--- config.mk ---
export PLATFORM = sky130hd
export DESIGN_NAME = rr_sel4
export DESIGN_NICKNAME = d
export VERILOG_FILES = /design/src/rtl/rr_sel4.sv
export SDC_FILE = /design/constraint.sdc
export NUM_CORES = 1
export LEC_CHECK = 0
export CORE_MARGIN = 2
export CORE_UTILIZATION = 41
export CTS_CLUSTER_DIAMETER = 120
export DETAILED_ROUTE_END_ITERATION = 6
export PLACE_DENSITY = 0.63
export SLEW_MARGIN = 25
export SYNTH_ARGS = -nofsm -noshare
export SYNTH_HDL_FRONTEND = slang
export SYNTH_SLANG_ARGS = --single-unit
--- constraint.sdc ---
create_clock -name clk -period 4.7 [get_ports clk]
set_clock_uncertainty 0.2 [all_clocks]
set_input_delay 0.705 -clock clk [delete_from_list [all_inputs] [get_ports clk]]
set_output_delay 0.705 -clock clk [all_outputs]
set_load 0.01 [all_outputs]
--- src/rtl/rr_sel4.sv ---
`default_nettype none
// ============================================================================
//  Module   : rr_sel4
//  Purpose  : Round-robin 2-bit select generator for a 4:1 mux. Each grant is
//             held for at most DWELL cycles. Optional build macro RR_LOCK_EN
//             adds a lock input that holds the current grant past its dwell.
//  Revision : 1.0  initial release
// ============================================================================
module rr_sel4 #(
    parameter int DWELL = 4,
    parameter int CW    = 3
) (
    input  logic       clk,
    input  logic       rst,
    input  logic [3:0] req,
    input  logic       done,
`ifdef RR_LOCK_EN
    input  logic       lock,
`endif
    output logic [1:0] s,
    output logic       gnt_valid,
    output logic [3:0] gnt_onehot,
    output logic       busy
);

    localparam logic [CW-1:0] C_CNT_LAST = CW'(DWELL - 1);

    typedef enum logic [0:0] {
        S_IDLE  = 1'b0,
        S_GRANT = 1'b1
    } state_t;

    state_t          r_state;
    logic [1:0]      r_ptr;
    logic [CW-1:0]   r_cnt;
    logic [1:0]      r_s;
    logic            r_gnt_valid;
    logic [3:0]      r_gnt_onehot;

    logic            w_lock;
    logic            w_expire;
    logic            w_release;
    logic [1:0]      w_ptr_next;
    logic [2:0]      w_pick_idle;
    logic [2:0]      w_pick_next;

    // {found, index}: first requester at or after p, wrapping mod 4.
    function automatic logic [2:0] pick(input logic [1:0] p, input logic [3:0] r);
        logic [2:0] res;
        logic [1:0] c;
        res = 3'b000;
        for (int j = 3; j >= 0; j--) begin
            c = p + 2'(j);
            if (r[c]) res = {1'b1, c};
        end
        return res;
    endfunction

`ifdef RR_LOCK_EN
    assign w_lock = lock;
`else
    assign w_lock = 1'b0;
`endif

    always_comb begin
        w_expire    = (r_cnt == C_CNT_LAST) && !w_lock;
        w_release   = w_expire || done || !req[r_s];
        w_ptr_next  = r_s + 2'd1;
        w_pick_idle = pick(r_ptr, req);
        w_pick_next = pick(w_ptr_next, req);
    end

    always_ff @(posedge clk) begin
        if (rst) begin
            r_state      <= S_IDLE;
            r_ptr        <= 2'd0;
            r_cnt        <= '0;
            r_s          <= 2'd0;
            r_gnt_valid  <= 1'b0;
            r_gnt_onehot <= 4'b0000;
        end else begin
            case (r_state)
                S_IDLE: begin
                    if (w_pick_idle[2]) begin
                        r_s          <= w_pick_idle[1:0];
                        r_gnt_onehot <= 4'b0001 << w_pick_idle[1:0];
                        r_gnt_valid  <= 1'b1;
                        r_cnt        <= '0;
                        r_state      <= S_GRANT;
                    end
                end
                S_GRANT: begin
                    if (!w_release) begin
                        // Saturation only matters while lock masks expiry.
                        if (r_cnt != C_CNT_LAST) r_cnt <= r_cnt + 1'b1;
                    end else begin
                        r_ptr <= w_ptr_next;
                        if (w_pick_next[2]) begin
                            r_s          <= w_pick_next[1:0];
                            r_gnt_onehot <= 4'b0001 << w_pick_next[1:0];
                            r_cnt        <= '0;
                        end else begin
                            r_gnt_valid  <= 1'b0;
                            r_gnt_onehot <= 4'b0000;
                            r_state      <= S_IDLE;
                        end
                    end
                end
                default: r_state <= S_IDLE;
            endcase
        end
    end

    assign s          = r_s;
    assign gnt_valid  = r_gnt_valid;
    assign gnt_onehot = r_gnt_onehot;
    assign busy       = r_gnt_valid;

endmodule
`default_nettype wire

* After elaboration in Yosys (flattened, before gate mapping)
Cells that the tools add are included.
** Operators by class
- $add $sub $neg :: 8
- Equal/unequal tests :: 8
- Reduce and logical (&&, ||, !) cells :: 8
- $lt $le $gt $ge :: 9
- Shift operators :: 2
- Bitwise logic cells :: 1
- Multiplexer cells :: 47
** Operator list (count)
- 3-bit 2-to-1 mux :: 12
- 2-bit by 3-bit < comparator with 1-bit output (second input constant) :: 9
- 1-bit binary-select mux with 2-bit select :: 9
- 1-bit 2-to-1 mux :: 15
- 4-bit 2-to-1 mux :: 3
- 3-bit AND reduction :: 3
- 2-bit adder (second input constant) :: 4
- 4-bit one-hot mux with 2 select lines :: 1
- 1-bit by 2-bit << shifter with 4-bit output (first input constant) :: 2
- 2-bit by 1-bit adder with 2-bit output (second input constant) :: 3
- 2-bit 2-to-1 mux :: 3
- 3-bit by 2-bit != test with 1-bit output (second input constant) :: 2
- 3-bit one-hot mux with 2 select lines :: 1
- 2-bit by 1-bit != test with 1-bit output (second input constant) :: 2
- 2-bit != test (second input constant) :: 2
- 1-bit one-hot mux with 2 select lines :: 2
- 2-bit one-hot mux with 2 select lines :: 1
- 2-bit AND reduction :: 2
- 3-bit by 1-bit adder with 3-bit output (second input constant) :: 1
- 3-bit by 2-bit == test with 1-bit output (second input constant) :: 1
- 3-bit by 1-bit != test with 1-bit output (second input constant) :: 1
- 1-bit logical OR :: 2
- 1-bit logical NOT :: 1
- 1-bit inverter :: 1
** Storage, ports and cells
- Bits of input ports :: 7
- Word-level logic and storage cells :: 89
- Bits in registers :: 13
- Output and inout port bits :: 8

* Longest topological paths before layout
- Depth in word-level cells :: 12
- Mapped depth :: 7
- Gate-level depth less buffers :: 7

* Worst setup path before layout
OpenSTA, ideal clock, no wires.
- Path type :: input -> register
- From :: in req[3]
- To :: reg r_gnt_onehot[1] (netlist: gnt_onehot[1])
- Buffers on the path :: 1
- Setup time :: 0.119 ns
- Stages on the path :: 6
- Data required time :: 4.381 ns
- Arrival :: 2.037 ns
- Path slack :: 2.344 ns
- Cell sequence :: buf_2 -> mux4_2 -> and3_4 -> a21oi_4 -> o21ai_0 -> o221a_2
** On the way
- Cells in the longest elaborated chain, start to end :: 10
- Elaborated cells on any way between the ends :: 37
- Classes of those cells :: eq/ne: 2; shift: 2; mux: 30; reduce/logical: 3
** RTL lines
- from (decl) :: line 15 : input logic [3:0] req,
- 1-bit binary-select mux with 2-bit select :: line 54 : if (r[c]) res = {1'b1, c};
- 1-bit 2-to-1 mux (not written as such) :: line 54
- 3-bit 2-to-1 mux (4 in a row) :: line 54
- 1-bit by 2-bit << shifter with 4-bit output :: line 100 : r_gnt_onehot <= 4'b0001 << w_pick_next[1:0];
- 4-bit 2-to-1 mux :: line 98 : if (w_pick_next[2]) begin
- 4-bit 2-to-1 mux :: line 93 : if (!w_release) begin
- 4-bit one-hot mux with 2 select lines :: line 82 : case (r_state)
- to (signal assigned) :: line 86 : r_gnt_onehot <= 4'b0001 << w_pick_idle[1:0];
- to (signal assigned) :: line 100
- to (decl) :: line 38 : logic [3:0] r_gnt_onehot;
Several ways; a longest one is shown, not always the timed one. The select of a mux whose other input is x is not followed.
A chain may end at the register's enable or synchronous reset.

* Final worst setup path
- From :: in req[1]
- To :: reg r_gnt_onehot[1] (netlist: gnt_onehot[1])
The elaborated chain is that of the path after synthesis.

==> results_dict.tcl <==
set metrics [dict create \
    boundaryPins 15 \
    dp_hpwl_mm 1.31 \
    slew_viol_final 0 \
    clk_pin_slew_ns 0.09 \
    cp.required_ns 4.69 \
    p_leak_uw 0.000366 \
    first_iter_violations 9 \
    start_util_pct 42.9 \
    cts_setup_buffers 0 \
    dp.cells 137 \
    numPortBuffers 14 \
    drv_cap 0 \
    coreArea_um2 1940 \
    cts_buffers 3 \
    setup_violations 0 \
    rsz0062_at_grt "no" \
    rows 16 \
    synth.distinct_cells 37 \
    antenna_found_initial 0 \
    power.density_nw_per_um2 294 \
    post_cts_resized 0 \
    hold_slack_ns 0.293 \
    root_buffer "clkbuf_4" \
    ir_worst_vdd_mv 0.162 \
    final_hold_viol_count 0 \
    yosys_warnings 0 \
    hold_path_class "reg -> reg" \
    clock_latency_ns 0.28 \
    wl_mm 1.76 \
    die_y_um 49.1 \
    clock_sinks 13 \
    synth_nets 114 \
    die_area_um2 2410 \
    nFillCells 215 \
    vias 749 \
    end_kind "flip-flop" \
    critical_path_class "in -> reg" \
    synth_cells 105 \
    drc 0 \
    worst_pin_slew_ns 0.938 \
    drive_above_1_share_pct 7.89 \
    cp_max_fo 10 \
    vias_per_cell 5.31 \
    ctsHoldBuffers 0 \
    final_net_count 124 \
    syn2layout_area_growth_pct 18.0 \
    firstDrtPassIters 3 \
    start_kind "primary input" \
    timing.final.crit_period_ns 2.65 \
    status "complete, no violations" \
    fin_cells 141 \
    grt.total_usage_pct 17.7 \
    arrival_ns 2.63 \
    max_freq_ghz 0.378 \
    synth.avg_cell_area_um2 7.94 \
    grt_pass1_vias 760 \
    worstRegToRegCells 5 \
    cts_tree "built" \
    cts.htree.levels 1 \
    holdPathStages 2 \
    grt_start_max_net_pins 14 \
    netlist_area_um2 833 \
    ys_seq_elements 13 \
    diodes 0 \
    pre_cts_slack_ns 1.72 \
    setup_ws_ns 2.05 \
    finalCritPeriodShare_pct 56.3 \
    clk_path_buf_depth 2 \
    fin_total_pwr_uw 289 \
    synth_seq_area_share_pct 31.2 \
    die_w_um 49.1 \
    grt_overflow_total 0 \
    routabilityCongestion 0.799 \
    grt_first_pass_wirelength_mm 3.37 \
    wl_per_cell_um 12.4 \
    setup_tns_ns 0 \
    ant_nets 0 \
    relSlewSlack_pct 36.9 \
]
-- state kept, by name, indices dropped and copies added, names as in the netlist --
signal,flops
r_ptr,2
s,2
gnt_onehot,4
busy,1
r_state,1
r_cnt,3
-- Yosys cell counts --
library cell / count / area [um2]
inv_1: 6 / 22.5
nor4_2: 1 / 12.5
o22ai_1: 1 / 6.26
a311oi_1: 1 / 8.76
and3_4: 1 / 11.3
and2_1: 1 / 6.26
nand2_1: 1 / 3.75
xnor2_1: 1 / 8.76
o21ai_0: 5 / 25.0
a21o_1: 1 / 7.51
nor2_1: 20 / 75.1
o211ai_1: 2 / 15.0
nor3_1: 1 / 5.00
buf_2: 4 / 20.0
clkbuf_1: 3 / 11.3
a2bb2oi_1: 1 / 8.76
dfxtp_1: 13 / 260
or3_1: 2 / 12.5
and3_1: 1 / 6.26
ha_1: 2 / 25.0
o2111ai_1: 1 / 8.76
a21oi_1: 9 / 45.0
and2b_1: 1 / 7.51
a21oi_4: 1 / 16.3
nand3_1: 1 / 5.00
nor3b_1: 1 / 7.51
buf_4: 1 / 7.51
nor2b_1: 2 / 12.5
o2bb2ai_1: 1 / 8.76
buf_6: 1 / 11.3
mux4_2: 1 / 22.5
nand2b_1: 6 / 37.5
a22oi_1: 1 / 7.51
a211oi_1: 6 / 45.0
nand4_1: 1 / 6.26
o221a_2: 2 / 22.5
o32a_1: 1 / 10.0
-- per-layer routing --
metal / routed length (um) / global-route usage, % / vias up / share of wire (%)
li1: - / - / 394 / -
met5: 0 / 0 / - / 0
met1: 838 / 21.6 / 341 / 48
met2: 836 / 29.7 / 12 / 48
met3: 71 / 5.83 / 2 / 4.0
met4: 9 / 4.29 / 0 / 0.51
-- power breakdown --
group          internal, uW  switching, uW
Combinational          44.9           39.1
Sequential              120           13.0
Clock                  33.0           39.1
-- cell families (layout without fill, tap and decap cells) --
group                    after synthesis  count (layout)  share of synthesized area (%)
AO/OA/AOI/OAI                         33              33                           28.2
XOR/XNOR                               1               1                           1.05
adder cells (fa/ha/maj)                2               2                           3.00
buffers and inverters                 15              24                           8.71
flip-flops                            13              13                           31.2
multiplexers                           1               1                           2.70
AND/OR/NAND/NOR                       40              40                           25.1
-- worst paths after layout --
kind | startpoint | end | slack (ns)
setup / recovery | req[1] | gnt_onehot[1]$_SDFFE_PP0P_ | 2.05
hold / removal | r_cnt[2]$_SDFFE_PP0P_ | r_cnt[2]$_SDFFE_PP0P_ | 0.29
setup reg to reg | s[0]$_SDFFE_PP0P_ | gnt_onehot[1]$_SDFFE_PP0P_ | 2.46
hold reg to reg | r_cnt[2]$_SDFFE_PP0P_ | r_cnt[2]$_SDFFE_PP0P_ | 0.29
-- cell type report --
cell class                 instances  area [um2]  area share [%]
multi-input combinational         77         500            50.9
sequential                        13         260            26.5
timing repair buffer              14         140            14.2
tap                               27        33.8            3.44
clock buffer                       4        26.3            2.67
inverter                           6        22.5            2.29
-- worst max-delay path, stage by stage --
cell	delay (ns)
clkdlybuf4s50_1	0.57
nor4_2	0.87
a21oi_4	0.19
o221a_2	0.30
-- placed cells by master (no fill, tap or decap), types with 2 or more instances in the layout --
cell type	count
nand2b_1	6
o211ai_1	2
clkbuf_4	3
nor2b_1	2
clkdlybuf4s50_1	14
inv_1	6
o221a_2	2
nor2_1	20
or3_1	2
ha_1	2
a211oi_1	6
a21oi_1	9
dfxtp_1	13
o21ai_0	5
-- through the flow --
stage	cell area, um2	util (%)
floorplan	833	-
global placement	957	49.3
detailed placement	957	49.3
CTS	983	50.6
global route	983	50.6
finish	983	50.6
Power figures use the tool's default switching activity.
==> RTL change 1 (same settings) <==
Make the reset (`rst`) asynchronous in one clocked block.
--- a/src/rtl/rr_sel4.sv
+++ b/src/rtl/rr_sel4.sv
@@ -71,5 +71,5 @@
     end
 
-    always_ff @(posedge clk) begin
+    always_ff @(posedge clk or posedge rst) begin
         if (rst) begin
             r_state      <= S_IDLE;
Formal check against the unedited RTL: differs if rst is asserted again (counterexample within 4 cycles, from zero or initial values and one cycle with rst high); with rst held inactive, the same outputs for 10 cycles.
==> RTL change 1 against the original RTL <==
Via count shrank 10%; die area shrank 3.6%; cell area shrank 0.76%; routed wire length shrank 6.3%; sequential cell count is the same; final cell count shrank 13%; synthesized area shrank 3.9%; worst setup slack gained 0.064 ns; critical endpoint is now gnt_onehot[2].
Power is not compared: it rests on default switching activity, and its combinational part moved more than twofold at a synthesized area within 25%.
==> RTL change 1: results <==
[routing]
viasPerCell = 5.52
wire_per_inst_um = 13.5
wl_mm = 1.65
wl_met1_um = 749
drt_iter0_drc = 8
wl_met3_um = 65
wl_met2_um = 823

[clock_tree]
cts.clk_slew.worst_paths_ns = 0.07
cts.sinks = 13

[layout]
final-clk-cell-share = 0.0269
fillCellCount = 162
multi_input_area_share = 0.437
bufAreaShareNonClock = 0.144
seq-cell-share = 0.333
inv_count = 7
seqCellArea_sq_um = 325
fin_nets = 107
multi_input_gates = 59
drive_gt1_frac = 0.0928

[yosys]
yosysUniqueCellTypes = 35
ys_seq_area_frac = 0.406
syn-instance-count = 82
ys.flop_type = "dfrtp_1"
syn_nets = 91
postSynthAreaPerCell_sq_um = 9.77
async_flop_share = 1.00
synthTopCellsByArea = "dfrtp_1, nor2_1, a21oi_1"
synth_common_cells = "dfrtp_1, nor2_1, a21oi_1, inv_1, nor2b_1"

[timing]
fin_tns_setup_ns = 0
worst_pin_slew_ns = 0.489

[place]
gp_congestion = 0.836
place_area_sq_um = 950
dp_hpwl_mm = 1.30
pre_cts_ws_ns = 1.82

[global_routing]
grt_pass1_vias = 628
grt_usage = 0.179
grt_max_degree = 14
grt_util_met1 = 0.232
grt_pass1_wl_mm = 2.86
use_met2 = 0.297
use_met3 = 0.0556

[critical_path]
critPathArrivalTime_ns = 2.54
path_max_fanout = 8

[outcome]
status = "complete, no violations"

[power_and_ir_drop]
intPower_mw = 0.320
RTL change 1: changes by cell type in the layout (fill, tap and decap cells not counted), sizes merged, moves of 3 or more:
cell / delta
nand2b: -5
o221ai: +3
nor2: -9
dfrtp: +13
dfxtp: -13
a211oi: -6
RTL change 1: final timing paths:
| path | start | endpoint | slack (ns) | cells after the start |
|---|---|---|---|---|
| worst max-delay path | req[3] | gnt_onehot[2] | 2.12 | 6 |
| worst min-delay path | r_cnt[0] | r_cnt[0] | 0.31 | 1 |
| worst max register to register | s[0] | gnt_onehot[2] | 2.63 | 5 |
| worst min register to register | r_cnt[0] | r_cnt[0] | 0.31 | 1 |
| max in group asynchronous | rst | r_ptr[0] | 3.42 | 2 |
| min in group asynchronous | rst | busy | 0.55 | 2 |
RTL change 1: cell families (layout without fill, tap and decap cells):
| family | after synthesis | in the layout | share of synthesized area |
|---|---|---|---|
| AO/OA/AOI/OAI | 28 | 28 | 0.250 |
| XOR/XNOR | 1 | 1 | 0.0109 |
| adder cells (fa/ha/maj) | 3 | 3 | 0.0437 |
| buffers and inverters | 10 | 25 | 0.0609 |
| flip-flops | 13 | 13 | 0.406 |
| multiplexers | 3 | 3 | 0.0562 |
| AND/OR/NAND/NOR | 24 | 24 | 0.172 |
RTL change 1: worst max-delay path, stage by stage:
cell and delay [ns]:
clkdlybuf4s50_1 0.56, mux4_2 0.56, and3_4 0.21, a21oi_4 0.21, o221ai_1 0.16, o21a_1 0.14
RTL change 1: power by group through the flow:
stage          Combinational (mW)  Sequential [mW]  Clock [mW]
6_report                    0.245            0.199      0.0663
4_1_cts                     0.247            0.199      0.0708
2_1_floorplan               0.155            0.198           0
3_3_place_gp                0.243            0.199           0
5_1_grt                     0.275            0.207      0.0749
3_5_place_dp                0.246            0.201           0
==> RTL change 2 (same settings) <==
Without the edit above. Build with the macro `RR_LOCK_EN` defined.
--- a/src/rtl/rr_sel4.sv
+++ b/src/rtl/rr_sel4.sv
@@ -7,4 +7,6 @@
 //  Revision : 1.0  initial release
 // ============================================================================
+`define RR_LOCK_EN
+
 module rr_sel4 #(
     parameter int DWELL = 4,
Interface: changed (added lock); port bits go from 15 to 16. No check against the original RTL was run, so the function may have changed too.
==> RTL change 2 against the original RTL <==
Worst setup slack gained 0.20 ns; critical path depth grew 2; cell area grew 6.1%; sequential share of layout area shrank 1.5 points; non-clock buffer count grew 1; synthesized area grew 4.2%; die area grew 3.9%; first-iteration DRC count grew 120%; critical path type unchanged; worst hold slack gained 0.0049 ns; routed wire length grew 3.9%; final cell count grew 2.8%; largest power group unchanged; total power grew 3.6%; combinational power grew 18%; sequential cell count is the same.
==> RTL change 2: results <==
[place]
place_area_sq_um = 1020
port-buffer-count = 15
gp_congestion = 0.859
pre_cts_ws_ns = 1.97
dp.cells = 141
dp_hpwl_mm = 1.39

[outcome]
status = "complete, no violations"

[layout]
drive_gt1_frac = 0.0847
fillCellCount = 186
fin_nets = 129

[yosys]
synthTopCellsByArea = "dfxtp_1, nor2_1, nor2b_1"
postSynthAreaPerCell_sq_um = 8.35
yosysUniqueCellTypes = 39
synth_common_cells = "nor2_1, dfxtp_1, inv_1, nor2b_1"
async_flop_share = 0
ys_seq_area_frac = 0.300

[routing]
drt_iter0_drc = 20
viasPerCell = 5.46
wire_per_inst_um = 12.6
dr.pass1.iters = 4

[power_and_ir_drop]
leakagePower_nw = 0.426
max-vdd-ir-drop_mv = 0.148
netSwitchingPower_mw = 0.0945

[timing]
holdWs_ns = 0.298
relSlewSlack = 0.624

[critical_path]
worstReg2RegStart = "r_cnt[0]"
critPathArrivalTime_ns = 2.44
slowest_stage = "clkdlybuf4s50_1"
cpPeakStageDelay_ns = 0.64
regToRegEndpoint = "s[1]"
rr_worst_depth = 7
r2r_slack_ns = 2.62

[global_routing]
grt_pass1_vias = 691
grt_usage = 0.162

[worst_hold_path]
worstHoldStart = "gnt_onehot[1]"
hold_end = "gnt_onehot[1]"
whs_path_depth = 2
## RTL change 2: final cells by class
| type | instances | area share |
|---|---|---|
| Multi-Input combinational cell | 79 | 0.524 |
| Sequential cell | 13 | 0.249 |
| Timing Repair Buffer | 15 | 0.144 |
| Tap cell | 27 | 0.0324 |
| Clock buffer | 4 | 0.0252 |
| Inverter | 7 | 0.0252 |
## RTL change 2: power by group through the flow
stage          logic [mW]  clock network, mW  registers [mW]
5_1_grt             0.109             0.0766           0.135
4_1_cts            0.0995             0.0716           0.133
6_report           0.0992             0.0678           0.132
3_3_place_gp       0.0987                  0           0.135
2_1_floorplan      0.0670                  0           0.135
3_5_place_dp       0.0985                  0           0.135
## RTL change 2: metal layers
layer / track usage / vias to the layer above / wire [um]
li1: - / 404 / -
met2: 0.250 / 12 / 825
met5: 0 / - / 0
met3: 0.0364 / 2 / 57
met4: 0.0556 / 0 / 13
met1: 0.220 / 373 / 928
## RTL change 2: worst max-delay path: cells and delay by family
kind            cells  cell delay, ns
simple gates        2            0.51
buf+inv             1            0.64
compound gates      3            0.59
## RTL change 2: worst max path at each step
stage / start / end / slack (ns) / cells past startpoint
5_1_grt: req[1] / gnt_onehot[1] / 2.13 / 6
4_1_cts: req[1] / gnt_onehot[1] / 2.25 / 6
2_1_floorplan: req[3] / gnt_onehot[0] / 2.59 / 6
6_report: req[1] / gnt_onehot[1] / 2.25 / 6
3_5_place_dp: req[1] / gnt_onehot[1] / 1.97 / 6
3_3_place_gp: req[1] / gnt_onehot[1] / 1.94 / 6
## RTL change 2: kinds of logic after synthesis
family,after synthesis,synth area share
buf+inv,12,0.0706
simple gates,42,0.254
fa+ha+maj,2,0.0288
compound gates,29,0.272
mux,5,0.0648
xor+xnor,1,0.0101
flops,13,0.300
